## config.mk

```make
export PLATFORM = sky130hd
export DESIGN_NAME = mode_switch_arbiter
export DESIGN_NICKNAME = d
export VERILOG_FILES = /design/src/rtl/mode_switch_arbiter.sv
export SDC_FILE = /design/constraint.sdc
export NUM_CORES = 1
export LEC_CHECK = 0
export ABC_CLOCK_PERIOD_IN_PS = 2650
export CAP_MARGIN = 20
export CORE_MARGIN = 3
export CORE_UTILIZATION = 46
export CTS_BUF_LIST = sky130_fd_sc_hd__clkbuf_8
export DETAILED_ROUTE_END_ITERATION = 6
export PLACE_DENSITY = 0.78
export SKIP_CTS_REPAIR_TIMING = 1
export SLEW_MARGIN = 20
export SYNTH_ARGS = -nofsm -noshare
export SYNTH_HDL_FRONTEND = slang
export SYNTH_SLANG_ARGS = --single-unit
```

## constraint.sdc

```tcl
create_clock -name i_clk -period 2.65 [get_ports i_clk]
set_clock_uncertainty 0.05 [all_clocks]
set_input_delay 0.53 -clock i_clk [delete_from_list [all_inputs] [get_ports i_clk]]
set_output_delay 0.53 -clock i_clk [all_outputs]
set_load 0.005 [all_outputs]
```

## src/rtl/mode_switch_arbiter.sv

```systemverilog
// Round-robin arbiter for one mode-configured resource with a settle period on mode change.
// Define MODE_SWITCH_ARBITER_STICKY_EN to prefer requesters that match the current mode.
module mode_switch_arbiter #(
    parameter int N            = 4,
    parameter int SETTLE       = 3,
    parameter int STICKY_LIMIT = 4
) (
    input  logic           i_clk,
    input  logic           i_rst,
    input  logic [N-1:0]   i_req,
    input  logic [2*N-1:0] i_mode,
    input  logic [N-1:0]   i_done,
    output logic [N-1:0]   o_gnt,
    output logic [1:0]     o_mode,
    output logic           o_switching,
    output logic           o_err
);

    localparam int PW = (N > 1) ? $clog2(N) : 1;
    localparam int CW = $clog2(SETTLE + 1);
    localparam logic [1:0] MODE_A   = 2'd0;
    localparam logic [1:0] MODE_ILL = 2'd2;

    if (N < 2 || N > 8 || SETTLE < 1 || STICKY_LIMIT < 1) begin : g_param_chk
        $error("mode_switch_arbiter: parameter out of range");
    end

    typedef enum logic [1:0] {
        S_IDLE,
        S_SWITCH,
        S_GRANT
    } state_e;

    state_e         state_q, state_d;
    logic [1:0]     mode_q, mode_d;
    logic [N-1:0]   gnt_q, gnt_d;
    logic           err_q, err_d;
    logic [PW-1:0]  ptr_q, ptr_d;
    logic [PW-1:0]  win_q, win_d;
    logic [CW-1:0]  cnt_q, cnt_d;

    logic [N-1:0]   elig;
    logic           illegal;
    logic [PW:0]    pick;
    logic [PW-1:0]  pick_idx;
    logic [1:0]     pick_mode;

    // Lowest offset from ptr wins; loop runs high-to-low so the last hit is the winner.
    function automatic logic [PW:0] rr_pick(input logic [N-1:0] mask,
                                            input logic [PW-1:0] ptr);
        logic [PW:0] r;
        int          j;
        r = '0;
        for (int i = N - 1; i >= 0; i--) begin
            j = int'(ptr) + i;
            if (j >= N) j = j - N;
            if (mask[j[PW-1:0]]) r = {1'b1, j[PW-1:0]};
        end
        return r;
    endfunction

    function automatic logic [N-1:0] onehot(input logic [PW-1:0] idx);
        return {{(N-1){1'b0}}, 1'b1} << idx;
    endfunction

    function automatic logic [PW-1:0] ptr_next(input logic [PW-1:0] idx);
        return (int'(idx) == N - 1) ? '0 : idx + 1'b1;
    endfunction

`ifdef MODE_SWITCH_ARBITER_STICKY_EN
    localparam int SW = $clog2(STICKY_LIMIT + 1);
    logic [SW-1:0] sticky_q, sticky_d;
    logic [N-1:0]  same;
    logic          diff_pend;
    logic          sticky_hit;
`endif

    always_comb begin
        illegal = 1'b0;
        for (int k = 0; k < N; k++) begin
            elig[k] = i_req[k] && (i_mode[2*k +: 2] != MODE_ILL);
            if (i_req[k] && (i_mode[2*k +: 2] == MODE_ILL)) illegal = 1'b1;
        end
    end

`ifdef MODE_SWITCH_ARBITER_STICKY_EN
    always_comb begin
        for (int k = 0; k < N; k++) begin
            same[k] = elig[k] && (i_mode[2*k +: 2] == mode_q);
        end
        diff_pend  = |(elig & ~same);
        sticky_hit = (sticky_q >= SW'(STICKY_LIMIT));
        if (|same && !sticky_hit) pick = rr_pick(same, ptr_q);
        else                      pick = rr_pick(elig, ptr_q);
    end
`else
    always_comb pick = rr_pick(elig, ptr_q);
`endif

    assign pick_idx  = pick[PW-1:0];
    assign pick_mode = i_mode[2*int'(pick_idx) +: 2];

    always_comb begin
        state_d = state_q;
        mode_d  = mode_q;
        gnt_d   = gnt_q;
        ptr_d   = ptr_q;
        win_d   = win_q;
        cnt_d   = cnt_q;
        err_d   = illegal;
`ifdef MODE_SWITCH_ARBITER_STICKY_EN
        sticky_d = sticky_q;
`endif
        unique case (state_q)
            S_IDLE: begin
                if (pick[PW]) begin
                    win_d = pick_idx;
                    if (pick_mode == mode_q) begin
                        state_d = S_GRANT;
                        gnt_d   = onehot(pick_idx);
                    end else begin
                        state_d = S_SWITCH;
                        mode_d  = pick_mode;
                        cnt_d   = CW'(SETTLE - 1);
                    end
`ifdef MODE_SWITCH_ARBITER_STICKY_EN
                    if (pick_mode != mode_q || sticky_hit) sticky_d = '0;
                    else if (diff_pend)                   sticky_d = sticky_q + 1'b1;
`endif
                end
            end
            S_SWITCH: begin
                if (cnt_q == '0) begin
                    state_d = S_GRANT;
                    gnt_d   = onehot(win_q);
                end else begin
                    cnt_d = cnt_q - 1'b1;
                end
            end
            S_GRANT: begin
                if (i_done[win_q] || !i_req[win_q]) begin
                    state_d = S_IDLE;
                    gnt_d   = '0;
                    ptr_d   = ptr_next(win_q);
                end
            end
            default: state_d = S_IDLE;
        endcase
    end

    always_ff @(posedge i_clk) begin
        if (i_rst) begin
            state_q <= S_IDLE;
            mode_q  <= MODE_A;
            gnt_q   <= '0;
            ptr_q   <= '0;
            win_q   <= '0;
            cnt_q   <= '0;
            err_q   <= 1'b0;
`ifdef MODE_SWITCH_ARBITER_STICKY_EN
            sticky_q <= '0;
`endif
        end else begin
            state_q <= state_d;
            mode_q  <= mode_d;
            gnt_q   <= gnt_d;
            ptr_q   <= ptr_d;
            win_q   <= win_d;
            cnt_q   <= cnt_d;
            err_q   <= err_d;
`ifdef MODE_SWITCH_ARBITER_STICKY_EN
            sticky_q <= sticky_d;
`endif
        end
    end

    assign o_gnt       = gnt_q;
    assign o_mode      = mode_q;
    assign o_switching = (state_q == S_SWITCH);
    assign o_err       = err_q;

endmodule

```

* After elaboration in Yosys (flattened, before gate mapping)
Cells that the tools add are included.
** Storage, ports and cells
- Register bits :: 15
- Input bits :: 18
- Logic and storage cells :: 106
** Operators by class
- $add $sub $neg :: 9
- Order comparisons :: 9
- Equal/unequal tests :: 18
- Shift operators :: 3
- Mux-type cells :: 39
- Bitwise logic cells :: 1
- Reduce and logical (&&, ||, !) cells :: 20
** Operators by type and width (count)
- $mux 2 :: 12
- $ne 2x2->1 const B :: 9
- $mux 4 :: 4
- $lt 2x3->1 const B :: 5
- $bmux 1 s2 :: 6
- $mux 3 :: 4
- $pmux 4 s3 :: 1
- $eq 2x2->1 const B :: 5
- $mux 1 :: 10
- $sub 2x1->2 const B :: 5
- $ge 3x3->1 const B :: 3
- $logic_and 1x1->1 :: 8
- $shiftx 8x4->2 :: 1
- $shl 1x2->4 const A :: 2
- $add 2x2->3 const B :: 2
- $pmux 2 s3 :: 1
- $reduce_and 3->1 :: 2
- $reduce_and 5->1 :: 1
- $eq 2x1->1 const B :: 2
- $logic_not 2->1 :: 2
- $pmux 2 s2 :: 1
- $reduce_and 2->1 :: 2
- $reduce_and 4->1 :: 1
- $add 2x1->3 const B :: 1
- other kinds (9) :: 9

* Logic depth before layout (Yosys ltp)
- Depth in word-level cells :: 14
- Mapped depth :: 10
- Mapped depth without buffers :: 9

* Worst setup path after synthesis
No wires, ideal clock.
- Kind :: input port to flip-flop
- Start :: in i_mode[0]
- End :: reg gnt_q[0], in the netlist o_gnt[0]
- Setup time :: 118 ps
- Arrival :: 2492 ps
- Required time :: 2482 ps
- Setup slack :: -11 ps
- Cell stages on the path :: 10
- Cell sequence :: nand2b_4 a32o_2 a31oi_4 and2_1 buf_6 mux2i_1 mux2_4 a21o_1 o21a_4 mux2i_1
** On the way
- Cells in the longest elaborated chain, start to end :: 12
** RTL lines
- start, declared :: line 11 : input logic [2*N-1:0] i_mode,
- $ne 2x2->1 :: line 81 : elig[k] = i_req[k] && (i_mode[2*k +: 2] != MODE_ILL);
- $logic_and 1x1->1 :: line 81
- $bmux 1 s2 :: line 57 : if (mask[j[PW-1:0]]) r = {1'b1, j[PW-1:0]};
- $mux 1 (implied by the code) :: line 57
- $mux 3 (4 in a row) :: line 57
- $shiftx 8x4->2 or $shl 1x2->4 (tied branches) :: line 101, 63
- $eq 2x2->1 or $mux 4 (tied branches) :: line 118 : if (pick_mode == mode_q) begin
- $ne 2x2->1 (no source line) or $mux 4 (tied branches)
- $reduce_and 5->1 (no source line) or $pmux 4 s3 (tied branches)
- end signal, assigned :: line 166 : gnt_q <= gnt_d;
- end, declared :: line 36 : logic [N-1:0] gnt_q, gnt_d;
Several ways; a longest one is shown, not always the timed one. The select of a mux whose other input is x is not followed.
A chain may end at the register's enable or synchronous reset.

* Worst setup path after layout
- Start :: in i_mode[0]
- End :: reg gnt_q[1], in the netlist o_gnt[1]
The elaborated chain is that of the path after synthesis.

==> load_flow_metrics.sql <==
INSERT INTO impl_metrics (metric_group, metric, value, unit) VALUES
('die', 'dieWidth', '55.1', 'µm'),
('worst_setup_path', 'worstPathArrival', '2.84', 'ns'),
('clock_network', 'cts_tree', 'yes', ''),
('synthesis', 'synth_flop_cell', 'dfxtp_1', ''),
('hold_path', 'hold_path_class', 'flop to flop', ''),
('finish', 'drive_gt1_share', '27.1', '%'),
('hold_path', 'whs_endpoint', 'o_gnt[0]', ''),
('finish', 'fillCellCount', '165', ''),
('die', 'initial_utilization', '49.1', '%'),
('sta', 'setup_slack_after_layout', '-0.0770', 'ns'),
('power_and_ir_drop', 'switching_share_of_power', '40.7', '%'),
('sta', 'final_period_minus_worst_setup_slack', '2.73', 'ns'),
('synthesis', 'synthDistinctLibCells', '41', ''),
('power_and_ir_drop', 'design_power_total', '0.00134', 'W'),
('worst_setup_path', 'path_delay_family', 'simple AND/OR/NAND/NOR gates', ''),
('routing', 'detailroute.via_count', '1276', ''),
('worst_setup_path', 'worst_reg2reg_setup_slack', '0.05', 'ns'),
('die', 'overall_die_height', '55.1', 'µm'),
('die', 'io_pins', '26', ''),
('routing', 'initialDrtViolationCount', '46', ''),
('worst_setup_path', 'critical_path_buf_inv_count', '3', ''),
('synthesis', 'fraction_of_synthesis_flops_using_an_asynchronous_set_or_reset_pin', '0', '%'),
('synthesis', 'seq_area_frac_synth', '27.1', '%'),
('grt', 'via_count_of_the_first_global_routing_pass', '1181', ''),
('clock_network', 'cts_buffer_depth', '2', ''),
('power_and_ir_drop', 'static-leakage-power', '0.844', 'nW'),
('worst_setup_path', 'timing.critical_path.slowest_cell_delay', '0.28', 'ns'),
('run_status', 'run_status', 'finished, violations left', ''),
('power_and_ir_drop', 'combinationalPowerShare', '58.0', '%'),
('sta', 'maxSlewHeadroom', '54.3', '%'),
('worst_setup_path', 'path_cells', 'dlymetal6s2s_1 > nand2b_4 > buf_4 > and3_4 > a22o_1 > or2_1 > buf_4 > and2_1 > mux2i_1 > a21o_1 > o21a_4 > mux2i_1', ''),
('sta', 'worstMarginPinSlew', '0.684', 'ns'),
('grt', 'use_met2', '41.1', '%'),
('worst_setup_path', 'crit_slowest_cell', 'or2_1', ''),
('finish', 'antenna_cells', '0', ''),
('placement', 'place.port_buffers', '25', ''),
('clock_network', 'cts_root_buffer', 'clkbuf_8', ''),
('power_and_ir_drop', 'power.internal', '0.000796', 'W'),
('placement', 'place_hpwl', '2.48', 'mm'),
('flow_run', 'maxCapViolations', '0', ''),
('placement', 'dpl_cell_area', '1570', 'µm²'),
('synthesis', 'synthTopCellsByArea', 'dfxtp_1 27%, mux2i_1 12%, nor2_1 5.4%', ''),
('clock_network', 'clock_tree.htree_level_count', '1', ''),
('run_status', 'failed_checks', 'negative setup slack', ''),
('sta', 'number_of_max_slew_violations_in_the_final_report', '0', ''),
('worst_setup_path', 'worstReg2RegStart', 'ptr_q[0]', ''),
('synthesis', 'yosys.area.top_type', 'dfxtp_1', ''),
('sta', 'setup_violations', '6', ''),
('synthesis', 'synth_most_common_cell', 'nor2_1', ''),
('clock_network', 'worst_skew_pair.late_latency', '0.25', 'ns'),
('power_and_ir_drop', 'peakVddDrop', '0.868', 'mV'),
('grt', 'grt_start_max_net_pins', '19', ''),
('power_and_ir_drop', 'sequentialPowerShare', '27.8', '%'),
('finish', 'post_layout_nets', '209', ''),
('routing', 'antenna_violating_nets_post_route', '0', ''),
('synthesis', 'yosysWarnings', '0', ''),
('worst_setup_path', 'critical_path.max_fanout', '4', ''),
('synthesis', 'synth_seq_cells', '15', ''),
('synthesis', 'netlist_top_cells_count', '16 x nor2_1, 15 x dfxtp_1, 13 x mux2i_1', ''),
('synthesis', 'synthesis.nets', '157', ''),
('synthesis', 'top_cell_type_s_share_of_synthesized_area', '27.1', '%'),
('clock_network', 'clk_pin_slew_worst_paths', '0.06', 'ns'),
('grt', 'number_of_antenna_violations_at_the_first_check_in_global_routing', '0', ''),
('worst_setup_path', 'ff2ff_path_depth', '10', ''),
('hold_path', 'min_path_cells', '2', ''),
('clock_network', 'tritoncts_num_sinks', '15', ''),
('worst_setup_path', 'worst_setup_path_startpoint', 'i_mode[0]', ''),
('power_and_ir_drop', 'power_switching', '0.000547', 'W'),
('placement', 'gpl.final_weighted_congestion', '0.815', ''),
('die', 'floorplan.core_area', '2250', 'µm²'),
('finish', 'layout.cell_area.non_filler', '1750', 'µm²');
==> routing by layer <==
layer | routed length [µm] | up-vias
met1 | 1420 | 597
met4 | 190 | 0
met5 | 0 | -
met3 | 248 | 22
li1 | - | 589
met2 | 1970 | 68
==> worst max-delay path by stage <==
stage | to | cells past startpoint
after global placement | o_gnt[1] | 10
after detailed placement | o_gnt[1] | 10
after global routing | cnt_q[0] | 12
final | o_gnt[1] | 12
after floorplan | o_gnt[0] | 10
after CTS | o_gnt[1] | 11
==> placed cells by master (no fill, tap or decap), types with 2 or more instances in the layout <==
cell type / n
mux2i_1: 11
nand2b_1: 6
clkdlybuf4s50_1: 13
a22o_1: 2
nor3_1: 4
a21boi_0: 2
dlymetal6s2s_1: 12
a21o_1: 3
nand3_1: 4
ha_1: 2
a21oi_1: 7
nor2_1: 16
nand2_1: 12
o21a_1: 2
and3_1: 2
dfxtp_1: 15
buf_4: 25
a31oi_4: 2
or3_1: 2
inv_1: 7
mux2i_4: 2
nand3b_1: 3
nand2b_4: 4
buf_6: 3
or2_1: 2
clkbuf_8: 3
==> state kept, by name (all words and copies together), names as in the netlist <==
register / flops
state_q: 2
ptr_q: 2
o_gnt: 4
win_q: 2
o_mode: 2
cnt_q: 2
o_err: 1
==> cell type report <==
class | instances | area, µm² | share of cell area, %
Clock inverter | 1 | 5.00 | 0.286
Multi-Input combinational cell | 108 | 838 | 47.9
Sequential cell | 15 | 300 | 17.1
Clock buffer | 3 | 41.3 | 2.36
Timing Repair Buffer | 53 | 502 | 28.6
Tap cell | 28 | 35.0 | 2.00
Inverter | 8 | 30.0 | 1.71
==> logic make-up (layout without fill, tap and decap cells) <==
logic type,count (synthesis),in the layout,synth area share [%]
muxes,15,15,14.1
AOI/OAI and AO/OA,31,31,23.2
buffers and inverters,14,65,5.42
adders and majority gates,2,2,2.26
DFF,15,15,27.1
and+or+nand+nor,59,59,27.1
xor gates and xnor gates,1,1,0.791
==> power groups by stage <==
stage	clock [W]	combinational (W)	sequential [W]
after floorplan	0	0.000465	0.000342
after global placement	0	0.000636	0.000364
after detailed placement	0	0.000664	0.000372
after CTS	0.000193	0.000676	0.000367
after global routing	0.000209	0.000830	0.000383
final	0.000191	0.000779	0.000373
==> through the flow <==
stage,TNS (ns),std cells,hold slack (ns)
6_report,-0.252,216,0.434
5_1_grt,-0.576,216,0.448
4_1_cts,-1.82,215,0.432
3_5_place_dp,-3.76,211,0.421
3_3_place_gp,-3.09,211,0.414
2_1_floorplan,0,137,0.418
==> worst reg2reg max path, stage by stage (launching register included) <==
cell     delay (ns)
dfxtp_1        0.44
inv_1          0.08
a32oi_1        0.26
or2_1          0.18
and2_4         0.19
buf_4          0.13
mux2i_4        0.24
mux2i_1        0.26
a21o_1         0.25
o21a_4         0.18
mux2i_1        0.23
Power figures use the tool's default switching activity.
